--- config.mk ---
export PLATFORM = sky130hd
export DESIGN_NAME = fc_run_ctrl
export DESIGN_NICKNAME = d
export VERILOG_FILES = /design/src/rtl/fc_pkg.sv /design/src/rtl/fc_idx_gen.sv /design/src/rtl/fc_run_ctrl.sv
export SDC_FILE = /design/constraint.sdc
export NUM_CORES = 1
export LEC_CHECK = 0
export ABC_AREA = 1
export BUFFER_PORTS_ARGS = -buffer_cell sky130_fd_sc_hd__buf_2
export CAP_MARGIN = 20
export CORE_ASPECT_RATIO = 1.5
export CORE_MARGIN = 2
export CORE_UTILIZATION = 55
export CTS_CLUSTER_DIAMETER = 60
export DETAILED_ROUTE_END_ITERATION = 16
export GPL_ROUTABILITY_DRIVEN = 0
export HOLD_SLACK_MARGIN = 0.06
export PLACE_DENSITY = 0.76
export SYNTH_ARGS = -nofsm -noshare
export SYNTH_HDL_FRONTEND = slang
export SYNTH_SLANG_ARGS = --single-unit
--- constraint.sdc ---
create_clock -name clk -period 5.66 [get_ports clk]
set_input_delay 1.698 -clock clk [delete_from_list [all_inputs] [get_ports clk]]
set_output_delay 1.698 -clock clk [all_outputs]
set_load 0.02 [all_outputs]
--- src/rtl/fc_pkg.sv ---
// Shared types and defaults for the FC run controller.
package fc_pkg;

   localparam int unsigned CNT_W = 16;

   typedef enum logic [1:0] {
      StIdle,
      StIssue,
      StDrain,
      StDone
   } fc_state_e;

endpackage

--- src/rtl/fc_idx_gen.sv ---
// Nested beat/neuron index counter; holds the final indices after the last beat.
module fc_idx_gen
   import fc_pkg::*;
#(
   parameter int unsigned CntW = CNT_W
) (
   input  logic            clk,
   input  logic            rst,
   input  logic            i_clear,
   input  logic            i_advance,
   input  logic [CntW-1:0] i_num_in,
   input  logic [CntW-1:0] i_num_out,
   output logic [CntW-1:0] o_in_idx,
   output logic [CntW-1:0] o_out_idx,
   output logic            o_last_beat,
   output logic            o_last_neuron
);

   logic [CntW-1:0] r_in_idx;
   logic [CntW-1:0] r_out_idx;

   assign o_last_beat   = (r_in_idx == (i_num_in - CntW'(1)));
   assign o_last_neuron = (r_out_idx == (i_num_out - CntW'(1)));
   assign o_in_idx      = r_in_idx;
   assign o_out_idx     = r_out_idx;

   always_ff @(posedge clk or posedge rst) begin
      if (rst) begin
         r_in_idx  <= '0;
         r_out_idx <= '0;
      end else if (i_clear) begin
         r_in_idx  <= '0;
         r_out_idx <= '0;
      end else if (i_advance) begin
         if (!o_last_beat) begin
            r_in_idx <= r_in_idx + CntW'(1);
         end else if (!o_last_neuron) begin
            r_in_idx  <= '0;
            r_out_idx <= r_out_idx + CntW'(1);
         end
      end
   end

endmodule

--- src/rtl/fc_run_ctrl.sv ---
// FC layer run controller: issues MAC beats for one command and tracks returned results.
module fc_run_ctrl
   import fc_pkg::*;
#(
   parameter int unsigned CNT_W = fc_pkg::CNT_W
) (
   input  logic             clk,
   input  logic             rst,
   input  logic             cmd_valid,
   output logic             cmd_ready,
   input  logic [CNT_W-1:0] cmd_num_out,
   input  logic [CNT_W-1:0] cmd_num_in,
   output logic             start,
   output logic             done,
   output logic             mac_valid,
   input  logic             mac_ready,
   output logic             mac_last,
   output logic [CNT_W-1:0] out_idx,
   output logic [CNT_W-1:0] in_idx,
   input  logic             acc_valid,
   output logic             err
);

   fc_state_e        r_state, w_state_d;
   logic [CNT_W-1:0] r_num_out, r_num_in;
   logic [CNT_W-1:0] r_res_cnt, r_last_cnt;
   logic             r_err;

   logic             w_cmd_take, w_zero_cmd, w_running;
   logic             w_beat, w_last_beat, w_last_neuron, w_last_acc, w_final_acc;
   logic [CNT_W:0]   w_lasts_incl;
   logic             w_acc_ok;
   logic [CNT_W-1:0] w_res_next;
   logic             w_res_full;

   fc_idx_gen #(
      .CntW (CNT_W)
   ) u_idx_gen (
      .clk           (clk),
      .rst           (rst),
      .i_clear       (w_cmd_take),
      .i_advance     (w_beat),
      .i_num_in      (r_num_in),
      .i_num_out     (r_num_out),
      .o_in_idx      (in_idx),
      .o_out_idx     (out_idx),
      .o_last_beat   (w_last_beat),
      .o_last_neuron (w_last_neuron)
   );

   assign cmd_ready = (r_state == StIdle) || (r_state == StDone);
   assign start     = (r_state != StIdle);
   assign done      = (r_state == StDone);
   assign mac_valid = (r_state == StIssue);
   assign mac_last  = (r_state == StIssue) && w_last_beat;
   assign err       = r_err;

   assign w_cmd_take  = cmd_valid && cmd_ready;
   assign w_zero_cmd  = (cmd_num_out == '0) || (cmd_num_in == '0);
   assign w_running   = (r_state == StIssue) || (r_state == StDrain);
   assign w_beat      = mac_valid && mac_ready;
   assign w_last_acc  = w_beat && w_last_beat;
   assign w_final_acc = w_last_acc && w_last_neuron;

   // A result is legal only against a neuron whose last beat was accepted, this cycle included.
   assign w_lasts_incl = {1'b0, r_last_cnt} + (CNT_W + 1)'(w_last_acc);
   assign w_acc_ok     = w_running && acc_valid && ({1'b0, r_res_cnt} < w_lasts_incl);
   assign w_res_next   = r_res_cnt + CNT_W'(w_acc_ok);
   assign w_res_full   = (w_res_next == r_num_out);

   always_comb begin
      w_state_d = r_state;
      unique case (r_state)
         StIdle, StDone: begin
            if (cmd_valid) w_state_d = w_zero_cmd ? StDone : StIssue;
         end
         StIssue: begin
            if (w_final_acc) w_state_d = w_res_full ? StDone : StDrain;
         end
         StDrain: begin
            if (w_res_full) w_state_d = StDone;
         end
         default: w_state_d = StIdle;
      endcase
   end

   always_ff @(posedge clk or posedge rst) begin
      if (rst) begin
         r_state    <= StIdle;
         r_num_out  <= '0;
         r_num_in   <= '0;
         r_res_cnt  <= '0;
         r_last_cnt <= '0;
         r_err      <= 1'b0;
      end else begin
         r_state <= w_state_d;
         if (acc_valid && !w_acc_ok) r_err <= 1'b1;
         if (w_cmd_take) begin
            r_num_out  <= cmd_num_out;
            r_num_in   <= cmd_num_in;
            r_res_cnt  <= '0;
            r_last_cnt <= '0;
         end else begin
            r_res_cnt <= w_res_next;
            if (w_last_acc) r_last_cnt <= r_last_cnt + CNT_W'(1);
         end
      end
   end

endmodule
==> results.toml, run 1 <==
[status]
status = "finished clean"

[worst_setup_path]
critPathMaxFanout = 5
cp_slowest_cell = "dfrtp_1"
reg2reg_to = "r_state[0]$_DFFE_PP0P_"
reg2reg_depth = 41
arrival_ns = 5.67
path_class = "reg2reg"
cpPeakStageDelay_ns = 0.40
required_ns = 5.90
critical_path.endpoint_type = "flip-flop"
reg2reg_from = "r_num_in[0]$_DFFE_PP0P_"
r2r_slack_ns = 0.23
cp-start-kind = "flip-flop"

[drt]
vias = 7526
avgViaCountPerCell = 5.57
drc = 0
wl_per_cell_um = 15.4
routed_wl_um = 20800
ant_nets = 0
drt_iter0_drc = 428
dr.pass1.iters = 5

[die]
die_area_um2 = 14900
die_y_um = 148
core_um2 = 13500
io_pins = 75
die_x_um = 100
placementRows = 52
initial_core_util = 0.564

[global_routing]
grt_pass1_wl_um = 33200
grtUsageTotal = 0.280
antenna_found_initial = 0
grt_max_degree = 87
grt_pass1_vias = 6995
grt-ovfl-total = 0

[min_path]
hp-class = "reg2reg"
hold_start = "err$_DFFE_PP0P_"
min_delay_worst_endpoint = "err$_DFFE_PP0P_"
hold_depth = 2

[synth]
synth.most_common_cell = "nand2_1"
synth.avg_cell_area_um2 = 6.90
synthTopCellsByArea = "dfrtp_1 32%, nand2_1 17%, nand3_1 7.5%"
ys_ff_latch = 99
synth_top_area_frac = 0.324
yosysTopAreaCell = "dfrtp_1"
synth.distinct_cells = 38
seq_area_frac_synth = 0.324
syn-num-nets = 1172
synth-edff-count = 0
synthArstFlopShare = 1.00
syn_inst = 1107
ys_warn_count = 0
ys.flop_type = "dfrtp_1"
synthTopCellsByCount = "341 x nand2_1, 124 x nor2_1, 114 x nand3_1, 104 x inv_1, 99 x dfrtp_1"
syn_area_um2 = 7630

[layout]
fin_area_um2 = 8720
antenna_cells = 0
utilization = 0.645
regArea_um2 = 2480
filler_cell_count = 1205
syn2layout_area_growth_pct = 14.3
multi_input_area_um2 = 4790
nNetsFinal = 1249
drive_gt1_frac = 0.179

[pwr]
peakVddDrop_v = 0.000356
power_density_nw_per_um2 = 464
p_leak_uw = 0.00422

[sta]
relSlewSlack = 0.344
finalSetupViolCount = 0
fin_crit_ns = 5.43
skew_ns = 0.0101
hold_violations = 0
setup_ws_ns = 0.229
setup_tns_ns = 0
final-max-slew-violation-count = 0
max_freq_mhz = 184
worstMarginPinSlew_ns = 0.982
fin_crit_sh = 0.959

[cts]
cts_sinks = 99
clock_path_buffers = 2
cts.reportedPaths.clkPinSlew_ns = 0.07
h-tree-depth = 3
cts_inserted_buffers = 9
tritoncts = "yes"
insertion_delay_ns = 0.36
root_buffer = "clkbuf_16"

[placed_design]
hpwl_um = 15200
pre_cts_ws_ns = -0.0977
dpl-instance-area_um2 = 8160
port-buffer-count = 74

[flow_run]
drv_cap = 0
==> logic make-up after synthesis <==
logic type | count (synthesis) | synth area share
fa+ha+maj | 28 | 0.0459
buf+inv | 141 | 0.0754
flops | 99 | 0.324
compound gates | 81 | 0.0636
simple gates | 676 | 0.391
xor+xnor | 82 | 0.0995
==> worst max path at each step <==
stage                                        from                endpoint  slack [ns]  depth (start not counted)
after detailed placement                mac_ready  r_state[0]$_DFFE_PP0P_        -0.1                         37
after global placement                  mac_ready  r_state[0]$_DFFE_PP0P_       -0.02                         33
after floorplan                         mac_ready  r_state[0]$_DFFE_PP0P_        0.36                         36
final                     r_num_in[0]$_DFFE_PP0P_  r_state[0]$_DFFE_PP0P_        0.23                         41
after global routing      r_num_in[0]$_DFFE_PP0P_  r_state[0]$_DFFE_PP0P_       -0.17                         41
after CTS                 r_num_in[0]$_DFFE_PP0P_  r_state[0]$_DFFE_PP0P_       0.008                         46
==> power breakdown <==
part | switching, uW | internal (uW)
clock network | 283 | 342
registers | 329 | 911
logic | 1380 | 799
total | 1990 | 2050
==> sequential cells by signal, indices dropped and copies added (netlist names) <==
signal,flops
r_res_cnt,16
u_idx_gen.o_in_idx,16
r_num_in,16
err,1
r_num_out,16
r_state,2
u_idx_gen.o_out_idx,16
r_last_cnt,16
==> critical path: cells and delay by family, from the launching register on <==
kind            cells  cell delay (ns)
simple gates       26             2.77
fa+ha+maj           6             1.31
xor+xnor            3             0.41
flops               1             0.40
buf+inv             5             0.29
compound gates      1             0.12
==> stage by stage <==
step / power [uW] / std cells / hold WS, ns
4_1_cts: 3910 / 1342 / 0.465
3_3_place_gp: 3220 / 1326 / 0.448
3_5_place_dp: 3260 / 1326 / 0.448
2_1_floorplan: 2760 / 1107 / 0.462
6_report: 4050 / 1351 / 0.459
5_1_grt: 4390 / 1351 / 0.495
==> final cells by class <==
cell class	count	share of cell area
inverter	109	0.0472
timing repair buffer	98	0.0635
clock inverter	5	0.00617
clock buffer	11	0.0267
sequential	99	0.284
tap	162	0.0232
multi-input combinational	867	0.549
==> cells in the final DEF, fill, tap and decap left out, types with 2 or more instances in the layout <==
cell type and instances:
nand2_1 334, nor2_1 110, nand3_1 109, dfrtp_1 99, inv_1 97, buf_2 74, xor2_1 51, o21ai_0 41
nand4_1 27, xnor2_1 26, ha_1 23, buf_4 23, o21ai_2 15, or2_2 14, nor2_2 14, nor4_1 13
nor2_4 11, inv_2 11, nand2_2 11, nor3_1 9, a21oi_1 9, clkbuf_16 9, nand3b_1 7, nand3_2 6
o21bai_1 4, nor3_2 4, o31ai_1 4, ha_4 4, nand3_4 3, o21ai_1 3, xnor3_1 3, clkinv_2 3
o211ai_1 2, nand2_4 2, a21oi_2 2, clkbuf_1 2
==> routing by layer <==
| layer | GRT usage | wire length (um) |
|---|---|---|
| met2 | 0.493 | 10700 |
| met1 | 0.340 | 8080 |
| met3 | 0.0362 | 1100 |
| met4 | 0.123 | 884 |
| met5 | 0 | 0 |
==> timing repair <==
action | CTS | global route
hold buffers | 0 | 0
resized for setup | 0 | 57
setup buffers | 0 | 9
setup endpoints to repair | 0 | 2
Power figures use the tool's default switching activity.
==> run 2, diff against run 1 <==
- CORE_ASPECT_RATIO: 1.5 -> unset
==> results.toml, run 2 (synthesized netlist as in run 1, its figures left out) <==
[drt]
ant_nets = 0
dr.pass1.iters = 5
drt_iter0_drc = 569
wl_per_cell_um = 14.5
vias = 7440
avgViaCountPerCell = 5.45
routed_wl_um = 19800
drc = 0

[die]
die_x_um = 122
io_pins = 75
initial_core_util = 0.556
die_area_um2 = 14800
die_y_um = 122
placementRows = 43
core_um2 = 13700

[pwr]
power_density_nw_per_um2 = 462
p_leak_uw = 0.00428
peakVddDrop_v = 0.000264

[sta]
finalSetupViolCount = 0
fin_crit_ns = 5.40
final-max-slew-violation-count = 0
skew_ns = 0.00637
rsz0062_at_grt = "yes"
fin_crit_sh = 0.954
relSlewSlack = 0.389
worstMarginPinSlew_ns = 0.917
max_freq_mhz = 185
hold_violations = 0
setup_ws_ns = 0.260

[cts]
h-tree-depth = 3
root_buffer = "clkbuf_16"
insertion_delay_ns = 0.36
cts_sinks = 99
cts.reportedPaths.clkPinSlew_ns = 0.07
cts_inserted_buffers = 9
cts-hold-fix-buffers = 0
tritoncts = "yes"
clock_path_buffers = 2

[worst_setup_path]
cp_slowest_cell = "dfrtp_1"
required_ns = 5.91
crit_top_cell = "nand2_1"
path_class = "reg2reg"
cpPeakStageDelay_ns = 0.39
critical_path.endpoint_type = "flip-flop"
critPathMaxFanout = 3
reg2reg_depth = 43
cp-start-kind = "flip-flop"
arrival_ns = 5.65

[layout]
regArea_um2 = 2480
drive_gt1_frac = 0.181
utilization = 0.642
multi_input_area_um2 = 4820
final_common_cell = "nand2_1"
filler_cell_count = 1182
antenna_cells = 0
syn2layout_area_growth_pct = 15.4
layout_common_cells = "332 x nand2_1, 108 x nor2_1, 108 x nand3_1"
nNetsFinal = 1246
fin_area_um2 = 8810

[placed_design]
port-buffer-count = 74
hpwl_um = 14500
pre_cts_ws_ns = -0.0905
dpl-instance-area_um2 = 8160

[global_routing]
grt-ovfl-total = 0
grt_max_degree = 87
grt_pass1_vias = 6655
grtUsageTotal = 0.269
antenna_found_initial = 0
grt_pass1_wl_um = 31700

[flow_run]
drv_cap = 0

[min_path]
hp-class = "reg2reg"
hold_depth = 2

[status]
status = "finished clean"
-- run 2: timing repair --
action,4_1_cts,5_1_grt
pin swaps,0,39
gates resized for setup,4,59
setup endpoints to repair,2,2
buffers inserted,0,9
-- run 2: where the power goes --
group          total (uW)  switching [uW]  internal (uW)
clock network         690             281            410
logic                2160            1360            797
registers            1220             313            911
total                4070            1950           2120
-- run 2: stage by stage --
| stage | power [uW] | TNS, ns | hold slack [ns] | instances |
|---|---|---|---|---|
| global route | 4430 | -0.330 | 0.518 | 1366 |
| global placement | 3190 | 0 | 0.445 | 1341 |
| floorplan | 2760 | 0 | 0.462 | 1107 |
| finish | 4070 | 0 | 0.471 | 1366 |
| detailed placement | 3230 | -0.175 | 0.454 | 1341 |
| CTS | 3940 | 0 | 0.472 | 1357 |
-- run 2: final timing paths --
| path | end | slack, ns | start |
|---|---|---|---|
| max | r_state[1]$_DFFE_PP0P_ | 0.26 | r_num_in[0]$_DFFE_PP0P_ |
| min | err$_DFFE_PP0P_ | 0.47 | err$_DFFE_PP0P_ |
| max reg2reg | r_state[1]$_DFFE_PP0P_ | 0.26 | r_num_in[0]$_DFFE_PP0P_ |
| min reg2reg | err$_DFFE_PP0P_ | 0.47 | err$_DFFE_PP0P_ |
| max in group asynchronous | u_idx_gen.o_out_idx[2]$_DFFE_PP0P_ | 3.22 | rst |
| min in group asynchronous | r_num_in[11]$_DFFE_PP0P_ | 1.55 | rst |
-- run 2: area by class of cell --
type	instances	share of cell area
repair buffers	95	0.0618
multi-input cells	867	0.547
flip-flops and latches	99	0.281
well taps	180	0.0256
clock inverters	5	0.00852
clock buffers	11	0.0287
inverters	109	0.0473
-- run 2: per-layer routing --
layer,up-vias,wire (um),global-route usage
met2,239,9360,0.442
met5,-,0,0
li1,3708,-,-
met3,40,1070,0.0356
met1,3453,8910,0.367
met4,0,480,0.0934
-- run 2: worst max-delay path: cells and delay by family, from the launching register on --
kind            cells  cell delay (ns)
compound gates      2             0.21
simple gates       27             2.77
xor+xnor            2             0.21
buf+inv             6             0.50
fa+ha+maj           6             1.19
flops               1             0.39
